File: config.mk
export PLATFORM = sky130hd
export DESIGN_NAME = vc_output_scheduler
export DESIGN_NICKNAME = d
export VERILOG_FILES = /design/src/rtl/vc_output_scheduler.sv
export SDC_FILE = /design/constraint.sdc
export NUM_CORES = 1
export LEC_CHECK = 0
export BUFFER_PORTS_ARGS = -buffer_cell sky130_fd_sc_hd__buf_2
export CORE_AREA = 2 2 96 52
export DETAILED_ROUTE_END_ITERATION = 12
export DIE_AREA = 0 0 98 54
export GPL_TIMING_DRIVEN = 0
export PLACE_DENSITY = 0.69
export SETUP_SLACK_MARGIN = 0.02
export SLEW_MARGIN = 20
export SYNTH_ARGS = -nofsm -noshare
export SYNTH_HDL_FRONTEND = slang
export SYNTH_SLANG_ARGS = --single-unit
File: constraint.sdc
create_clock -name clk -period 3 [get_ports clk]
set_input_delay 0.15 -clock clk [delete_from_list [all_inputs] [get_ports clk]]
set_output_delay 0.15 -clock clk [all_outputs]
set_load 0.05 [all_outputs]
File: src/rtl/vc_output_scheduler.sv
// Output-port scheduler: packet-granular round-robin sharing of one outbound flit
// channel among NUM_VCS virtual channels, gated by per-VC downstream credits.
// Per-VC vectors and credit_count fields place VC0 in the most significant position.
module vc_output_scheduler #(
  parameter int unsigned NUM_VCS      = 4,
  parameter int unsigned VC_IDX_WIDTH = 2,
  parameter int unsigned BUF_DEPTH    = 4,
  parameter int unsigned CRED_WIDTH   = 3
) (
  input  logic                           clk,
  input  logic                           reset,
  input  logic [NUM_VCS-1:0]             req,
  input  logic [NUM_VCS-1:0]             req_head,
  input  logic [NUM_VCS-1:0]             req_tail,
  input  logic                           credit_valid,
  input  logic [VC_IDX_WIDTH-1:0]        credit_vc,
  output logic [NUM_VCS-1:0]             gnt,
  output logic                           flit_valid,
  output logic [VC_IDX_WIDTH-1:0]        flit_vc,
  output logic                           locked,
  output logic [NUM_VCS*CRED_WIDTH-1:0]  credit_count,
  output logic                           error
);

  localparam logic [CRED_WIDTH-1:0]   CRED_FULL = CRED_WIDTH'(BUF_DEPTH);
  localparam logic [VC_IDX_WIDTH-1:0] LAST_VC   = VC_IDX_WIDTH'(NUM_VCS - 1);
  localparam logic [VC_IDX_WIDTH:0]   VC_LIMIT  = (VC_IDX_WIDTH + 1)'(NUM_VCS);

  typedef enum logic {
    S_IDLE,
    S_LOCKED
  } state_t;

  state_t                    state_q, state_d;
  logic [VC_IDX_WIDTH-1:0]   owner_q, owner_d;
  logic [VC_IDX_WIDTH-1:0]   ptr_q, ptr_d;
  logic                      error_q, error_d;
  logic [CRED_WIDTH-1:0]     credit_q [NUM_VCS];
  logic [CRED_WIDTH-1:0]     credit_d [NUM_VCS];

  // Internal vectors are indexed by VC number (bit v = VC v)
  logic [NUM_VCS-1:0]        req_v, head_v, tail_v;
  logic [NUM_VCS-1:0]        elig, cand, gnt_v, ret, ovf;
  logic                      vc_ok;
  logic                      win_found;
  logic [VC_IDX_WIDTH-1:0]   win_idx;
  logic [VC_IDX_WIDTH-1:0]   sel_vc;
  logic                      head_err;
  int unsigned               idx;

  assign vc_ok = ({1'b0, credit_vc} < VC_LIMIT);

  for (genvar v = 0; v < NUM_VCS; v++) begin : g_vc
    assign req_v[v]  = req[NUM_VCS-1-v];
    assign head_v[v] = req_head[NUM_VCS-1-v];
    assign tail_v[v] = req_tail[NUM_VCS-1-v];
    assign elig[v]   = req_v[v] & (credit_q[v] != '0);
    assign cand[v]   = elig[v] & head_v[v];
    assign gnt[NUM_VCS-1-v] = gnt_v[v];
    assign credit_count[(NUM_VCS-1-v)*CRED_WIDTH +: CRED_WIDTH] = credit_q[v];

    assign ret[v] = credit_valid & vc_ok & (credit_vc == VC_IDX_WIDTH'(v));
    assign ovf[v] = ret[v] & ~gnt_v[v] & (credit_q[v] == CRED_FULL);

    // Net credit change: +1 on return, -1 on grant; a return at full saturates
    always_comb begin
      credit_d[v] = credit_q[v];
      if (ret[v] && !gnt_v[v]) begin
        if (credit_q[v] != CRED_FULL) credit_d[v] = credit_q[v] + CRED_WIDTH'(1);
      end else if (!ret[v] && gnt_v[v]) begin
        credit_d[v] = credit_q[v] - CRED_WIDTH'(1);
      end
    end

    always_ff @(posedge clk or posedge reset) begin
      if (reset) credit_q[v] <= CRED_FULL;
      else       credit_q[v] <= credit_d[v];
    end
  end

  // Round-robin search: first head candidate at or after ptr_q, wrapping
  always_comb begin
    win_found = 1'b0;
    win_idx   = '0;
    idx       = 0;
    for (int unsigned i = 0; i < NUM_VCS; i++) begin
      idx = 32'(ptr_q) + i;
      if (idx >= NUM_VCS) idx = idx - NUM_VCS;
      if (!win_found && cand[VC_IDX_WIDTH'(idx)]) begin
        win_found = 1'b1;
        win_idx   = VC_IDX_WIDTH'(idx);
      end
    end
  end

  // Next-state, grant and pointer logic
  always_comb begin
    state_d  = state_q;
    owner_d  = owner_q;
    ptr_d    = ptr_q;
    gnt_v    = '0;
    sel_vc   = '0;
    head_err = 1'b0;
    case (state_q)
      S_IDLE: begin
        if (win_found) begin
          gnt_v[win_idx] = 1'b1;
          sel_vc         = win_idx;
          ptr_d          = (win_idx == LAST_VC) ? '0 : win_idx + VC_IDX_WIDTH'(1);
          if (!tail_v[win_idx]) begin
            state_d = S_LOCKED;
            owner_d = win_idx;
          end
        end
      end
      S_LOCKED: begin
        if (elig[owner_q]) begin
          gnt_v[owner_q] = 1'b1;
          sel_vc         = owner_q;
          head_err       = head_v[owner_q];
          if (tail_v[owner_q]) state_d = S_IDLE;
        end
      end
      default: state_d = S_IDLE;
    endcase
  end

  assign error_d    = error_q | head_err | (|ovf) | (credit_valid & ~vc_ok);
  assign flit_valid = |gnt_v;
  assign flit_vc    = sel_vc;
  assign locked     = (state_q == S_LOCKED);
  assign error      = error_q;

  always_ff @(posedge clk or posedge reset) begin
    if (reset) begin
      state_q <= S_IDLE;
      owner_q <= '0;
      ptr_q   <= '0;
      error_q <= 1'b0;
    end else begin
      state_q <= state_d;
      owner_q <= owner_d;
      ptr_q   <= ptr_d;
      error_q <= error_d;
    end
  end

endmodule

-- Yosys cells after proc, flatten, opt, wreduce, memory -nomap -nowiden
Cells that the tools add are included.
- bits in registers: 18
- input port bits: 17
- output and inout bits: 21
- word-level logic and storage cells: 179
- add/sub/neg operators: 16
- magnitude comparators: 12
- equal/unequal tests: 16
- muxes and demuxes: 58
- bitwise operators: 28
- reductions and logical operators: 41
- operators by type and width (operator ; count):
    two-way mux 3 bit ; 12
    two-way mux 2 bit ; 11
    AND 1 bit ; 20
    two-way mux 1 bit ; 20
    less-than comparator 2 x 3 -> 1 bit, second input constant ; 6
    binary-select mux 1 bit (select 2 bit) ; 8
    logical AND 1 bit ; 13
    adder 3 x 1 -> 3 bit, second input constant ; 4
    == test 3 bit, second input constant ; 4
    inequality test 3 bit, second input constant ; 4
    nonzero test 3 bit ; 4
    subtractor 3 x 1 -> 3 bit, second input constant ; 4
    zero test 1 bit ; 11
    AND reduction 2 bit ; 5
    >= comparator 3 bit, second input constant ; 3
    two-way mux 4 bit ; 2
    inequality test 2 x 1 -> 1 bit, second input constant ; 4
    one-hot mux 4 bit (2 select lines) ; 1
    nonzero test 2 bit ; 4
    OR reduction 4 bit ; 2
    subtractor 2 x 1 -> 2 bit, second input constant ; 4
    adder 2 x 2 -> 3 bit, second input constant ; 2
    == test 2 bit, second input constant ; 3
    inverter 1 bit ; 6
    11 further kinds ; 14

-- Longest topological paths before layout
- depth in word-level cells: 26
- mapped depth: 13

-- Worst setup path after synthesis
Ideal clock, no wire load.
- path type: flip-flop to flip-flop
- from: register credit_q (netlist bit credit_count[9])
- to: register credit_q (netlist bit credit_count[11])
- setup time: 95 ps
- arrival: 3307 ps
- data required time: 2905 ps
- path slack: -402 ps
- cell stages (with the launch flop): 14
- path buffers: 0
- cells stage by stage: dfrtp_1 -> o311ai_4 -> o221ai_1 -> a21oi_2 -> inv_1 -> ha_1 -> a32oi_1 -> inv_2 -> nor2_4 -> inv_2 -> fa_1 -> nor3_1 -> a31o_2 -> a21oi_1
- longest elaborated chain between the ends: 25
- elaborated cells on any way between the ends: 47
- those cells by class: 2 x add/sub; 2 x order compare; 2 x eq/ne; 26 x mux; 2 x bitwise; 13 x reduce/logical
- RTL lines (element ; line ; RTL):
    start: declaration ; 38 ; logic [CRED_WIDTH-1:0] credit_q [NUM_VCS];
    start signal: indexed assignment ; 77 ; else credit_q[v] <= credit_d[v];
    nonzero test 3 bit * ; 57 ; assign elig[v] = req_v[v] & (credit_q[v] != '0);
    AND 1 bit * ; 57 ;
    AND 1 bit * ; 58 ; assign cand[v] = elig[v] & head_v[v];
    binary-select mux 1 bit (select 2 bit) ; 89 ; if (!win_found && cand[VC_IDX_WIDTH'(idx)]) begin
    two-way mux 1 bit (implied by the code) ; 89 ;
    two-way mux 1 bit ; 89 ;
    zero test 1 bit ; 89 ;
    logical AND 1 bit ; 89 ;
    [... 7 more ...] ; - ;
    net win_idx[0] ; 46 ; logic [VC_IDX_WIDTH-1:0] win_idx;
    [... 3 more ...] ; - ;
    demux 1 bit (select 2 bit) * ; 107 ; gnt_v[win_idx] = 1'b1;
    two-way mux 4 bit * ; 106 ; if (win_found) begin
    one-hot mux 4 bit (2 select lines) * ; 104 ; case (state_q)
    net gnt[3] ; 17 ; output logic [NUM_VCS-1:0] gnt,
    zero test 1 bit ; 68 ; if (ret[v] && !gnt_v[v]) begin
    logical AND 1 bit ; 68 ;
    inequality test 2 x 1 -> 1 bit (no source line) or nonzero test 2 bit (tied branches) ; - ;
    AND reduction 2 bit (no source line) ; - ;
Mark *: on every way through the listed nets, which the timed path passes. The rest lies on a longest branch. The select of a mux whose other input is x is not followed.
A chain may end at the register's enable or synchronous reset.

-- Final worst setup path
- from: register credit_q (netlist bit credit_count[9])
- to: output port flit_valid
- longest elaborated chain between the ends: 22
- elaborated cells on any way between the ends: 36
- those cells by class: 2 x order compare; 23 x mux; 2 x bitwise; 9 x reduce/logical
- RTL lines (element ; line ; RTL):
    nonzero test 3 bit * ; 57 ;
    AND 1 bit * ; 57 ;
    AND 1 bit * ; 58 ;
    binary-select mux 1 bit (select 2 bit) ; 89 ;
    two-way mux 1 bit (implied by the code) ; 89 ;
    two-way mux 1 bit ; 89 ;
    zero test 1 bit ; 89 ;
    logical AND 1 bit ; 89 ;
    [... 7 more ...] ; - ;
    net win_idx[1] ; 46 ;
    less-than comparator 2 x 3 -> 1 bit (implied by the code) or >= comparator 2 x 1 -> 1 bit (tied branches) ; 107 ;
    logical AND 1 bit (implied by the code) ; 107 ;
    two-way mux 1 bit (implied by the code) ; 107 ;
    demux 1 bit (select 2 bit) * ; 107 ;
    two-way mux 4 bit * ; 106 ;
    one-hot mux 4 bit (2 select lines) * ; 104 ;
    OR reduction 4 bit * ; 129 ; assign flit_valid = |gnt_v;
    end: declaration ; 18 ; output logic flit_valid,
Marked as above.

==> results by group <==
Status
  • Status: completed

Drt
  • DRT Pass-1 Iters: 4
  • DR vias: 1569
  • WL/cell: 16.1 um
  • Final ANT Viol Nets: 0
  • Remaining DRCs: 0
  • WL final: 4690 um
  • Iter 0 DRT Violations: 79
  • Vias per cell: 5.37

Logic synthesis
  • Syn Nets: 190
  • Top-area cell type share of the netlist area: 22.0%
  • Top post-synthesis cells by area: dfrtp_1, dfstp_2, fa_1, o311ai_4, nand2_1
  • Synth async-reset ratio: 100%
  • Yosys reg bits: 18
  • Cells after synthesis: 165
  • Synthesized cell area: 1590 um2
  • Post-synth EDFFs: 0
  • Register area share after synthesis: 28.6%
  • Yosys warns: 0
  • Avg Cell Area, Syn: 9.66 um2
  • Cell taking the most area after synthesis: dfrtp_1
  • Most used flip-flop cell after synthesis: dfrtp_1
  • Distinct cells, synth: 53

GRT
  • Largest net degree at the start of global routing: 19
  • Vias in the first global route: 1362
  • First-pass GRT wire length: 7090 um
  • Total gr overflow: 0
  • Overall Global Routing Usage: 18.0%
  • Initial antenna violation count: 0

Cells and area
  • Final #Nets: 258
  • Area grow syn2layout: 47.7%
  • Final core utilization: 51.5%
  • Final Cell Area: 2350 um2
  • Ant. Diodes: 0
  • Filler Cell Count: 408
  • Layout cells sized above 1: 55.2%
  • Multi-input logic area: 1260 um2
  • FF+latch area: 474 um2

Timing
  • Final hold vios: 0
  • Fmax: 342 MHz
  • Final setup margin: 0.0798 ns
  • RSZ-0062 raised after global routing: true
  • Final Cycle Share: 97.3%
  • Max_slew headroom: 50.1%
  • Setup violators final: 0
  • Actual slew at the worst max-slew pin: 0.747 ns
  • Final Slew Violations: 0
  • Tmin final: 2.92 ns
  • Setup Skew: 0.00557 ns

Clocking
  • Clk Latency, worst-skew pair: 0.26 ns
  • TritonCTS clock tree: built
  • Root Buffer: clkbuf_8
  • H-tree depth: 1
  • CTS buffer count: 3
  • Clock-pin slew on the worst setup and hold paths: 0.07 ns
  • Max Buffers Root-to-Sink: 2
  • Clock Sinks: 18

Pwr
  • Cell Pwr Density: 1200 nW/um2
  • Design Power: 2840 uW
  • P_leak: 0.000942 uW
  • VDD IR-drop max: 555 uV

Worst setup path
  • Crit start category: flop
  • Critical Path AT: 2.77 ns
  • Slowest stage cell, crit path: or4_4
  • Critical path endpoint category: output port
  • Most used cell, CP: inv_4
  • Crit-path cells: o31a_1 > a31oi_2 > o221a_4 > inv_4 > ha_4 > a32oi_4 > inv_4 > or4_4 > buf_8
  • Worst-path maximum fanout: 4
  • Largest stage delay, worst path: 0.52 ns
  • WP data required: 2.85 ns
  • Crit Path Class: reg -> out

Run
  • Max Cap Viol: 0

Floorplan
  • Top Ports: 38
  • Row cnt: 18
  • Die Wd: 98 um
  • Core area: 4570 um2
  • Die area: 5290 um2
  • Initial Utilization: 34.9%
  • Die height: 54 um

Placed design
  • Hpwl dp: 3340 um
  • Placed Area: 1920 um2
  • GPL Wtd Cong: 0.839
  • Pre-CTS setup slack: -0.328 ns
  • IO buf count: 37

Min path
  • Hold crit path type: in -> async
state kept, by name (all words and copies together) (netlist names):
register	flops
owner_q	2
ptr_q	2
error	1
locked	1
credit_count	12
cell usage in the layout, fill, tap and decap left out, types with 5 or more instances in the layout:
| cell type | instances |
|---|---|
| buf_2 | 36 |
| buf_4 | 23 |
| nand2_1 | 18 |
| nor2_1 | 11 |
| inv_1 | 10 |
| a21oi_1 | 7 |
| o21ai_0 | 6 |
| dfrtp_2 | 6 |
| dfrtp_1 | 6 |
| nand3_1 | 5 |
worst paths after layout:
| check | start | end | slack, ns | depth (start not counted) |
|---|---|---|---|---|
| min in group clk | req_tail[0] | owner_q[0] | 0.21 | 4 |
| worst max register to register | credit_count[6] | credit_count[2] | 0.15 | 12 |
| max in group asynchronous | reset | credit_count[9] | 2.44 | 2 |
| worst max-delay path | credit_count[9] | flit_valid | 0.08 | 9 |
| worst min-delay path | reset | credit_count[4] | 0.0008 | 2 |
| worst min register to register | error | error | 0.54 | 2 |
timing repair:
item,CTS,global route
setup buffers,18,8
hold buffers,0,0
gates resized for setup,14,16
pin swaps,12,15
endpoints found under the setup margin,7,8
Yosys cell counts (all sizes together) (4+ instances only):
cell     n
a211oi   4
a21oi   10
a31o     4
dfrtp   14
dfstp    4
fa       4
ha       4
inv     16
nand2   18
nand3    5
nor2    14
nor3     6
o21ai    9
o311ai   4
o31ai    4
final cells by class:
cell class	count	share of cell area, %
Buffer	3	0.797
Sequential cell	18	20.1
Timing Repair Buffer	63	17.8
Tap cell	60	3.19
Multi-Input combinational cell	128	53.4
Inverter	16	2.76
Clock buffer	4	1.91
report_power, final:
part | internal [uW] | leakage [uW] | switching (uW) | total (uW)
logic | 795 | 0.000725 | 1210 | 2010
clock network | 94.8 | 0.0000228 | 89.7 | 184
registers | 407 | 0.000194 | 239 | 646
layer usage:
layer	global-route usage, %	vias up	routed length [um]
met5	0	-	0
met4	4.40	0	57
met3	4.55	7	329
met2	25.6	56	1930
met1	26.8	739	2370
li1	-	767	-
through the flow:
| step | cells | hold slack, ns | TNS (ns) |
|---|---|---|---|
| after global placement | 262 | 0.315 | -1.02 |
| after CTS | 284 | 0.0279 | 0 |
| after floorplan | 165 | 0.0853 | -0.117 |
| after detailed placement | 262 | 0.321 | -1.24 |
| final | 292 | 0.000807 | 0 |
| after global routing | 292 | 0.0791 | 0 |
worst max-delay path, delay by kind of cell, from the launching register on:
family                     cells  cell delay (ns)
buffers and inverters          3             0.29
and+or+nand+nor                1             0.52
DFF                            1             0.50
adders and majority gates      1             0.16
AOI/OAI and AO/OA              4             1.04
cells by family after synthesis:
group / after synthesis / synth area share, %
compound gates: 56 / 33.0
simple gates: 54 / 16.7
buf+inv: 19 / 4.95
flops: 18 / 28.6
fa+ha+maj: 8 / 8.16
mux: 7 / 6.99
xor+xnor: 3 / 1.65
(Power assumes the default switching activity.)
